**src/rtl/cke_tick_scheduler.sv**
```systemverilog
// cke_tick_scheduler: one shared base prescaler driving per-channel one-shot/periodic clock enables
module cke_tick_scheduler #(
  parameter int pChNum    = 4,
  parameter int pDivWidth = 16,
  parameter int pCntWidth = 8,
  parameter int pChIdW    = 2
) (
  input  logic                 sys_clk_i,
  input  logic                 sys_rst_ni,
  input  logic [pDivWidth-1:0] div_i,
  input  logic                 pre_en_i,
  input  logic                 cfg_vd_i,
  output logic                 cfg_rdy_o,
  input  logic [pChIdW-1:0]    cfg_ch_i,
  input  logic [pCntWidth-1:0] cfg_period_i,
  input  logic                 cfg_mode_i,
  input  logic [pChNum-1:0]    ch_stop_i,
  output logic                 base_cke_o,
  output logic [pChNum-1:0]    ch_cke_o,
  output logic [pChNum-1:0]    ch_busy_o
);
  localparam logic [pDivWidth-1:0] DIV_ONE = {{(pDivWidth-1){1'b0}}, 1'b1};
  localparam logic [pCntWidth-1:0] CNT_ONE = {{(pCntWidth-1){1'b0}}, 1'b1};
  logic [pDivWidth-1:0] pre_q, pre_d;
  logic                 rdy_q, rdy_d, commit_q, commit_d;
  logic [pChIdW-1:0]    pend_ch_q, pend_ch_d;
  logic [pCntWidth-1:0] pend_per_q, pend_per_d;
  logic                 pend_mode_q, pend_mode_d;
  logic [pCntWidth-1:0] per_q [pChNum];
  logic [pCntWidth-1:0] per_d [pChNum];
  logic [pCntWidth-1:0] cnt_q [pChNum];
  logic [pCntWidth-1:0] cnt_d [pChNum];
  logic [pChNum-1:0]    mode_q, mode_d, run_q, run_d, cke_q, cke_d;
  logic [pChNum-1:0]    hit, term;
  logic                 tick, accept;
  assign tick       = pre_en_i & (pre_q == div_i);
  assign accept     = cfg_vd_i & rdy_q;
  assign cfg_rdy_o  = rdy_q;
  assign base_cke_o = tick & sys_rst_ni;
  assign ch_cke_o   = cke_q;
  assign ch_busy_o  = run_q;
  // prescaler advance and config capture; ready drops for the commit cycle after each accept
  always_comb begin
    pre_d       = tick ? '0 : pre_en_i ? pre_q + DIV_ONE : pre_q;
    rdy_d       = ~accept;
    commit_d    = accept;
    pend_ch_d   = accept ? cfg_ch_i : pend_ch_q;
    pend_per_d  = accept ? ((cfg_period_i == '0) ? CNT_ONE : cfg_period_i) : pend_per_q;
    pend_mode_d = accept ? cfg_mode_i : pend_mode_q;
  end
  // per-channel next state: stop beats commit, commit beats a coincident base tick
  always_comb begin
    hit    = '0;
    term   = '0;
    per_d  = per_q;
    cnt_d  = cnt_q;
    mode_d = mode_q;
    run_d  = run_q;
    cke_d  = '0;
    for (int i = 0; i < pChNum; i++) begin
      hit[i]    = commit_q & (pend_ch_q == pChIdW'(i));
      term[i]   = run_q[i] & tick & ~ch_stop_i[i] & ~hit[i] & (cnt_q[i] == per_q[i] - CNT_ONE);
      per_d[i]  = hit[i] ? pend_per_q : per_q[i];
      mode_d[i] = hit[i] ? pend_mode_q : mode_q[i];
      run_d[i]  = ch_stop_i[i] ? 1'b0 : hit[i] ? 1'b1 : (term[i] & ~mode_q[i]) ? 1'b0 : run_q[i];
      cnt_d[i]  = (ch_stop_i[i] | hit[i] | term[i]) ? '0 :
                  (run_q[i] & tick) ? cnt_q[i] + CNT_ONE : cnt_q[i];
      cke_d[i]  = term[i];
    end
  end
  // state registers, cleared asynchronously
  always_ff @(posedge sys_clk_i or negedge sys_rst_ni) begin
    if (!sys_rst_ni) begin
      pre_q       <= '0;
      rdy_q       <= 1'b0;
      commit_q    <= 1'b0;
      pend_ch_q   <= '0;
      pend_per_q  <= '0;
      pend_mode_q <= 1'b0;
      mode_q      <= '0;
      run_q       <= '0;
      cke_q       <= '0;
      for (int i = 0; i < pChNum; i++) begin
        per_q[i] <= '0;
        cnt_q[i] <= '0;
      end
    end else begin
      pre_q       <= pre_d;
      rdy_q       <= rdy_d;
      commit_q    <= commit_d;
      pend_ch_q   <= pend_ch_d;
      pend_per_q  <= pend_per_d;
      pend_mode_q <= pend_mode_d;
      mode_q      <= mode_d;
      run_q       <= run_d;
      cke_q       <= cke_d;
      for (int i = 0; i < pChNum; i++) begin
        per_q[i] <= per_d[i];
        cnt_q[i] <= cnt_d[i];
      end
    end
  end
endmodule

```
**config.mk**
```make
export PLATFORM = sky130hd
export DESIGN_NAME = cke_tick_scheduler
export DESIGN_NICKNAME = d
export VERILOG_FILES = /design/src/rtl/cke_tick_scheduler.sv
export SDC_FILE = /design/constraint.sdc
export NUM_CORES = 1
export LEC_CHECK = 0
export CAP_MARGIN = 20
export CORE_MARGIN = 2
export CORE_UTILIZATION = 52
export DETAILED_ROUTE_END_ITERATION = 16
export PLACE_DENSITY = 0.72
export SLEW_MARGIN = 20
export SYNTH_ARGS = -nofsm -noshare
export SYNTH_HDL_FRONTEND = slang
export SYNTH_SLANG_ARGS = --single-unit
```
**constraint.sdc**
```tcl
create_clock -name sys_clk_i -period 4.2 [get_ports sys_clk_i]
set_input_delay 0.63 -clock sys_clk_i [delete_from_list [all_inputs] [get_ports sys_clk_i]]
set_output_delay 0.63 -clock sys_clk_i [all_outputs]
set_load 0.02 [all_outputs]
```
Word-level counts from Yosys, hierarchy flattened
Cells that the tools add are included.
{"block": "op_classes", "n_addsub": 9, "n_bitwise": 48, "order_cmp": 0, "eq_ne": 8, "n_mux": 23, "shifts": 0, "n_reduce_logical": 11, "n_div": 0, "mul": 0}
{"cell": "8-bit 2-to-1 mux", "n": 9}
{"cell": "8-bit by 1-bit adder with 8-bit output (second input constant)", "n": 4}
{"cell": "8-bit == test", "n": 4}
{"cell": "16-bit 2-to-1 mux", "n": 2}
{"cell": "8-bit by 1-bit subtractor with 8-bit output (second input constant)", "n": 4}
{"cell": "1-bit AND", "n": 27}
{"cell": "16-bit by 1-bit adder with 16-bit output (second input constant)", "n": 1}
{"cell": "16-bit == test", "n": 1}
{"cell": "1-bit inverter", "n": 13}
{"cell": "1-bit 2-to-1 mux", "n": 12}
{"cell": "3-bit nonzero test", "n": 4}
{"cell": "2-bit nonzero test", "n": 5}
{"cell": "8-bit zero test", "n": 1}
{"cell": "1-bit OR", "n": 8}
{"cell": "2-bit == test (second input constant)", "n": 2}
{"cell": "2-bit by 1-bit == test with 1-bit output (second input constant)", "n": 1}
{"cell": "2-bit zero test", "n": 1}
{"block": "word_totals", "mem_bits_rw": 0, "ff_bits": 105, "rom_bits": 0, "output_inout_bits": 10, "elab_cells": 122, "input_bits": 35, "memories": 0, "latch_bits": 0}

Longest topological paths before layout
Gate-level depths: netlist (run 1).
{"block": "logic_depth", "word_depth": 10, "depth_mapped": 8, "ltp_nobuf": 8}

Worst setup path after synthesis (run 1)
No wires, ideal clock.
{"block": "synth_timing", "path_kind": "input-to-output", "from": "input port div_i[14]", "to": "output port base_cke_o", "stages": 6, "path_buffers": 2, "required_time_ns": 3.570, "setup_slack_ns": 1.569, "t_arrival_ns": 2.001, "path_cell_list": "xor2_1 -> nor4_1 -> and4_1 -> clkbuf_1 -> clkbuf_1 -> and3_1"}
{"block": "synth_between", "elab_chain_len": 3}
{"element": "start: declaration", "line_no": "10", "text": "input logic [pDivWidth-1:0] div_i,"}
{"element": "16-bit == test", "line_no": "36", "text": "assign tick = pre_en_i & (pre_q == div_i);"}
{"element": "1-bit AND", "line_no": "36"}
{"element": "1-bit AND", "line_no": "39", "text": "assign base_cke_o = tick & sys_rst_ni;"}
{"element": "end: declaration", "line_no": "18", "text": "output logic base_cke_o,"}
Every way passes these cells.

Worst setup path after layout (run 1)
{"block": "layout_timing", "from": "input port div_i[7]", "to": "output port base_cke_o"}
The elaborated chain is that of the path after synthesis.

==> results.py, run 1 <==
metrics = {
    "setup_path": {
        "crit_fanout": 13,
        "critPathMaxStageDelay_ns": 0.60,
        "worstSetupEndpointType": "primary output",
        "criticalPathCategory": "primary input to primary output",
        "path_buf_inv": 3,
        "start_kind": "primary input",
        "cp.required_ns": 3.57,
        "arrival_ns": 2.81,
        "crit_family": "buffers and inverters",
        "crit_path_cell_trace": "clkdlybuf4s50_1, xor2_1, nor4_1, and3_1, buf_4, and3_1, clkdlybuf4s50_1",
        "cp_slowest_cell": "clkdlybuf4s50_1",
    },
    "timing": {
        "drv_slew": 0,
        "worst_slew_pin_slew_ns": 0.8307,
        "fmax_ghz": 0.2905,
        "hold_violations": 0,
        "period_needed_ns": 3.442,
        "tns_ns": 0,
        "skew_ns": 0.01071,
        "maxSlewHeadroom_pct": 44.62,
        "rsz0062_at_grt": "no",
        "min_period_over_period_pct": 81.96,
        "setup_violations": 0,
    },
    "placed_design": {
        "port_buffers": 44,
        "globalplace.congestion": 0.8318,
        "place_hpwl_mm": 9.246,
        "dp_cells": 742,
    },
    "synth": {
        "seq_area_frac_synth_pct": 45.30,
        "yosys_warnings": 0,
        "synth-seq-cells": 105,
        "syn-num-nets": 613,
        "postSynth.asyncResetShare_pct": 100.0,
        "yosysTopAreaCellShare_pct": 45.30,
        "ys_types": 54,
        "synthFlopType": "dfrtp_1",
        "netlist_instances": 569,
        "ys_top_cells_by_area": "dfrtp_1, mux2_2, xor2_1",
        "synth_area_sq_um": 5801,
        "synth_area_leader_cell": "dfrtp_1",
        "synthTopCellsByCount": "dfrtp_1, nor2_1, mux2_2",
        "avgSynthCellArea_sq_um": 10.19,
        "yosysMostFrequentCell": "dfrtp_1",
        "synth_edf_count": 0,
    },
    "clocking": {
        "cts.repair.resized": 0,
        "cts_hold_buffers": 0,
        "post-cts-setup-buffers": 0,
        "htreeDepth": 3,
        "ctsRootBufferMaster": "clkbuf_8",
        "cts_buffer_depth": 2,
        "cts_made_buffers": 9,
        "clkLatencyLatePin_ns": 0.38,
        "cts_sinks": 105,
        "cts_tree": "yes",
        "clk_pin_slew_worst_paths_ns": 0.09,
    },
    "final_layout": {
        "finalNonFillerCells": 757,
        "drive_gt1_share_pct": 12.80,
        "n_antenna_cell": 0,
        "nets": 657,
        "area_growth_pct": 13.44,
    },
    "die": {
        "rows": 38,
        "initial_core_util_pct": 53.51,
        "die_width_um": 109.6,
        "ios": 45,
        "design.die.area_sq_um": 12020,
        "die_y_um": 109.6,
        "core_region_area_sq_um": 10840,
    },
    "route": {
        "vias": 4419,
        "drt-total-wl_mm": 12.81,
        "via_per_inst": 5.838,
        "drcViolationCount": 0,
        "first_pass_iters": 4,
        "wl_per_cell_um": 16.92,
        "ant_nets": 0,
        "drtIter0Drc": 213,
    },
    "grt": {
        "grt_pass1_vias": 4455,
        "grt_pass1_wl_mm": 21.16,
        "grt_start_max_net_pins": 68,
        "grt_overflow_total": 0,
        "grt_usage_pct": 22.80,
        "antenna_found_initial": 0,
    },
    "hold_path": {
        "hp-class": "primary input to async pin",
    },
    "job": {
        "drv_cap": 0,
    },
    "power": {
        "vdd_drop_max_v": 0.0003269,
        "powerDensity_nw_per_um2": 466.6,
        "p_leak_nw": 2.694,
        "power.total_mw": 3.071,
    },
    "outcome": {
        "outcome": "completed",
    },
}
[report_power, final]
group	switching, mW	internal, mW	total [mW]
registers	0.291	1.23	1.52
clock network	0.363	0.233	0.596
logic	0.457	0.500	0.957
[per-stage QoR]
stage	hold slack, ns	area [sq um]	worst slack (ns)	util [%]
6_report	0.2154	6580	0.7576	60.70
5_1_grt	0.2553	6580	0.7096	60.70
4_1_cts	0.2307	6580	0.7638	60.70
3_5_place_dp	0.4988	6401	0.7845	59.05
3_3_place_gp	0.4948	6401	0.8385	59.05
2_1_floorplan	0.3344	5801	1.569	-
[final timing paths]
kind,start,endpoint,slack [ns],cells past startpoint
max in group asynchronous,sys_rst_ni,ch_busy_o[2],2.74,2
max,div_i[7],base_cke_o,0.76,7
min reg2reg,mode_q[2],mode_q[2],0.52,1
min,sys_rst_ni,pre_q[4],0.22,1
max reg2reg,per_q[16],cnt_q[22],1.36,8
min in group sys_clk_i,mode_q[2],mode_q[2],0.52,1
[layout by cell type, fill, tap and decap left out, types with 3 or more instances in the layout]
cell type          n
a21oi_1           13
a22oi_1            4
a31oi_1            6
and2_1             3
and3_1            14
and4_1             5
buf_4              9
clkbuf_8          10
clkdlybuf4s50_1   43
dfrtp_1          105
ha_1               9
inv_1             16
mux2_2            45
nand2_1           33
nand2b_1           4
nand3_1           25
nand3b_1           3
nand4_1           19
nor2_1            55
nor2b_1            8
nor3_1            19
nor4_1            13
nor4b_1            4
o21ai_0           11
o22ai_1            4
o31ai_1            4
or2_2              3
or3_1              6
or4_1              3
xnor2_1           42
xor2_1            43
[flip-flops by register name, indices dropped and copies added (netlist names)]
register and count:
cnt_q 32, per_q 32, pre_q 16, pend_per_q 8
ch_busy_o 4, ch_cke_o 4, mode_q 4, pend_ch_q 2
cfg_rdy_o 1, commit_q 1, pend_mode_q 1
[cell type report]
type                       instances  area, sq um
clock buffer                      10        137.6
clock inverter                     5        41.29
fill                             916         4260
inverter                          16        60.06
multi-input combinational        429         3040
sequential                       105         2628
tap                              140        175.2
timing repair buffer              52        498.0
[per-layer routing]
| layer | track usage, % | share of wire [%] | up-vias |
|---|---|---|---|
| li1 | - | - | 2110 |
| met1 | 30.17 | 45 | 2219 |
| met2 | 38.18 | 50 | 80 |
| met3 | 3.912 | 3.9 | 10 |
| met4 | 7.414 | 1.1 | 0 |
| met5 | 0 | 0 | - |
[cells by family (layout without fill, tap and decap cells)]
kind of cell / count (synthesis) / count (layout) / share of synthesized area (%)
DFF: 105 / 105 / 45.30
xor gates and xnor gates: 85 / 85 / 12.83
AOI/OAI and AO/OA: 61 / 61 / 7.809
adders and majority gates: 9 / 9 / 1.941
and+or+nand+nor: 229 / 229 / 21.10
muxes: 45 / 45 / 8.736
buffers and inverters: 35 / 83 / 2.286
(Power assumes the default switching activity.)
==> inputs of run 2 (changes only) <==
- PLACE_DENSITY: 0.72 -> 0.75
- clock period: 4.2 -> 2.93 ns (I/O delays scaled with it)
==> results.py, run 2 (same netlist as run 1, synthesis figures left out) <==
metrics = {
    "power": {
        "p_leak_nw": 2.771,
        "vdd_drop_max_v": 0.0004761,
        "powerDensity_nw_per_um2": 670.2,
        "power.total_mw": 4.472,
    },
    "placed_design": {
        "dp_slack_ns": -0.02602,
        "port_buffers": 44,
        "globalplace.congestion": 0.8713,
        "place_hpwl_mm": 9.447,
        "dp_cells": 750,
    },
    "route": {
        "ant_nets": 0,
        "first_pass_iters": 5,
        "drt-total-wl_mm": 12.97,
        "via_per_inst": 5.889,
        "drtIter0Drc": 278,
        "wl_per_cell_um": 16.93,
        "drcViolationCount": 0,
        "vias": 4511,
    },
    "setup_path": {
        "crit_path_cell_trace": "inv_1, ha_1, or3b_2, or3_1, a2111oi_1, nand4_1, o21bai_4, nor2_1",
        "start_kind": "register",
        "crit_fanout": 8,
        "cp.required_ns": 3.20,
        "arrival_ns": 2.94,
        "worstReg2RegEnd": "cnt_q[21]",
        "critPathMaxStageDelay_ns": 0.49,
        "cp_slowest_cell": "or3b_2",
        "r2r_start": "per_q[17]",
        "criticalPathCategory": "register to register",
        "worstSetupEndpointType": "register",
        "r2r_slack_ns": 0.26,
        "worstRegToRegCells": 8,
    },
    "clocking": {
        "clkLatencyLatePin_ns": 0.39,
        "clk_pin_slew_worst_paths_ns": 0.10,
        "cts_made_buffers": 9,
        "ctsRootBufferMaster": "clkbuf_8",
        "cts_buffer_depth": 2,
        "post-cts-setup-buffers": 0,
        "cts_tree": "yes",
        "cts_sinks": 105,
        "htreeDepth": 3,
    },
    "die": {
        "die_y_um": 109.6,
        "die_width_um": 109.6,
        "core_region_area_sq_um": 10840,
        "rows": 38,
        "ios": 45,
        "initial_core_util_pct": 53.51,
        "design.die.area_sq_um": 12020,
    },
    "final_layout": {
        "n_antenna_cell": 0,
        "reg.largest.list": "cnt_q (32), per_q (32), pre_q (16)",
        "area_growth_pct": 15.03,
        "final_cell_mix": "dfrtp_1, nor2_1, mux2_2",
        "drive_gt1_share_pct": 14.22,
        "nets": 665,
        "finalNonFillerCells": 766,
        "layout_commonest_cell": "dfrtp_1",
    },
    "timing": {
        "hold_violations": 0,
        "fmax_ghz": 0.3746,
        "rsz0062_at_grt": "no",
        "drv_slew": 0,
        "min_period_over_period_pct": 91.11,
        "skew_ns": 0.01420,
        "tns_ns": 0,
        "period_needed_ns": 2.670,
        "hold_slack_ns": 0.07654,
        "fin_ws_ns": 0.2604,
        "setup_violations": 0,
        "maxSlewHeadroom_pct": 42.53,
        "worst_slew_pin_slew_ns": 0.8620,
    },
    "grt": {
        "grt_usage_pct": 23.72,
        "antenna_found_initial": 0,
        "grt_pass1_wl_mm": 22.04,
        "grt_pass1_vias": 4635,
        "grt_overflow_total": 0,
        "grt_start_max_net_pins": 71,
    },
    "hold_path": {
        "hp-class": "primary input to async pin",
    },
    "outcome": {
        "outcome": "completed",
    },
    "job": {
        "drv_cap": 0,
    },
}
## run 2: layer usage
| metal | GRT usage, % | vias up | part of all wire [%] |
|---|---|---|---|
| li1 | - | 2144 | - |
| met1 | 30.52 | 2214 | 44 |
| met2 | 38.84 | 118 | 48 |
| met3 | 3.794 | 35 | 4.4 |
| met4 | 11.93 | 0 | 3.1 |
| met5 | 0 | - | 0 |
## run 2: area by class of cell
type,instances,area (sq um)
fillers,884,4168
multi-input cells,429,3055
flip-flops and latches,105,2628
repair buffers,60,560.5
well taps,140,175.2
clock buffers,11,151.4
inverters,16,60.06
clock inverters,5,42.54
## run 2: how the worst max path moves through the flow
stage	startpoint	end	cells past startpoint	slack, ns
finish	per_q[17]	cnt_q[21]	8	0.26
global route	per_q[17]	ch_busy_o[1]	8	0.03
CTS	div_i[4]	base_cke_o	6	0.01
detailed placement	div_i[4]	base_cke_o	6	-0.03
global placement	div_i[4]	base_cke_o	6	0.03
floorplan	per_q[16]	cnt_q[16]	8	0.46
## run 2: per-stage QoR
step	instance area [sq um]	utilization, %
final	6673	61.55
after floorplan	5801	-
after global routing	6673	61.55
after CTS	6661	61.45
after global placement	6461	59.60
after detailed placement	6461	59.60
## run 2: timing repair
action,4_1_cts,5_1_grt
resized for setup,1,3
endpoints found under the setup margin,1,9
hold buffers,0,0
## run 2: critical path: cells and delay by family, from the launching register on
kind                     cells  cell delay (ns)
AND/OR/NAND/NOR              4             1.22
buffers and inverters        1             0.07
AO/OA/AOI/OAI                2             0.65
flip-flops                   1             0.44
adder cells (fa/ha/maj)      1             0.17
## run 2: where the power goes
part | total, mW | leakage [nW] | switching (mW) | internal, mW
logic | 1.40 | 1.31 | 0.670 | 0.732
registers | 2.17 | 1.36 | 0.417 | 1.76
clock network | 0.896 | 0.103 | 0.526 | 0.370
total | 4.47 | 2.77 | 1.61 | 2.86
==> inputs of run 3 (changes only) <==
- ABC_CLOCK_PERIOD_IN_PS: not set -> 2930
- CTS_CLUSTER_DIAMETER: not set -> 120
==> results of run 3 <==
The final DEF is identical to that of run 2; final timing and power are the same.
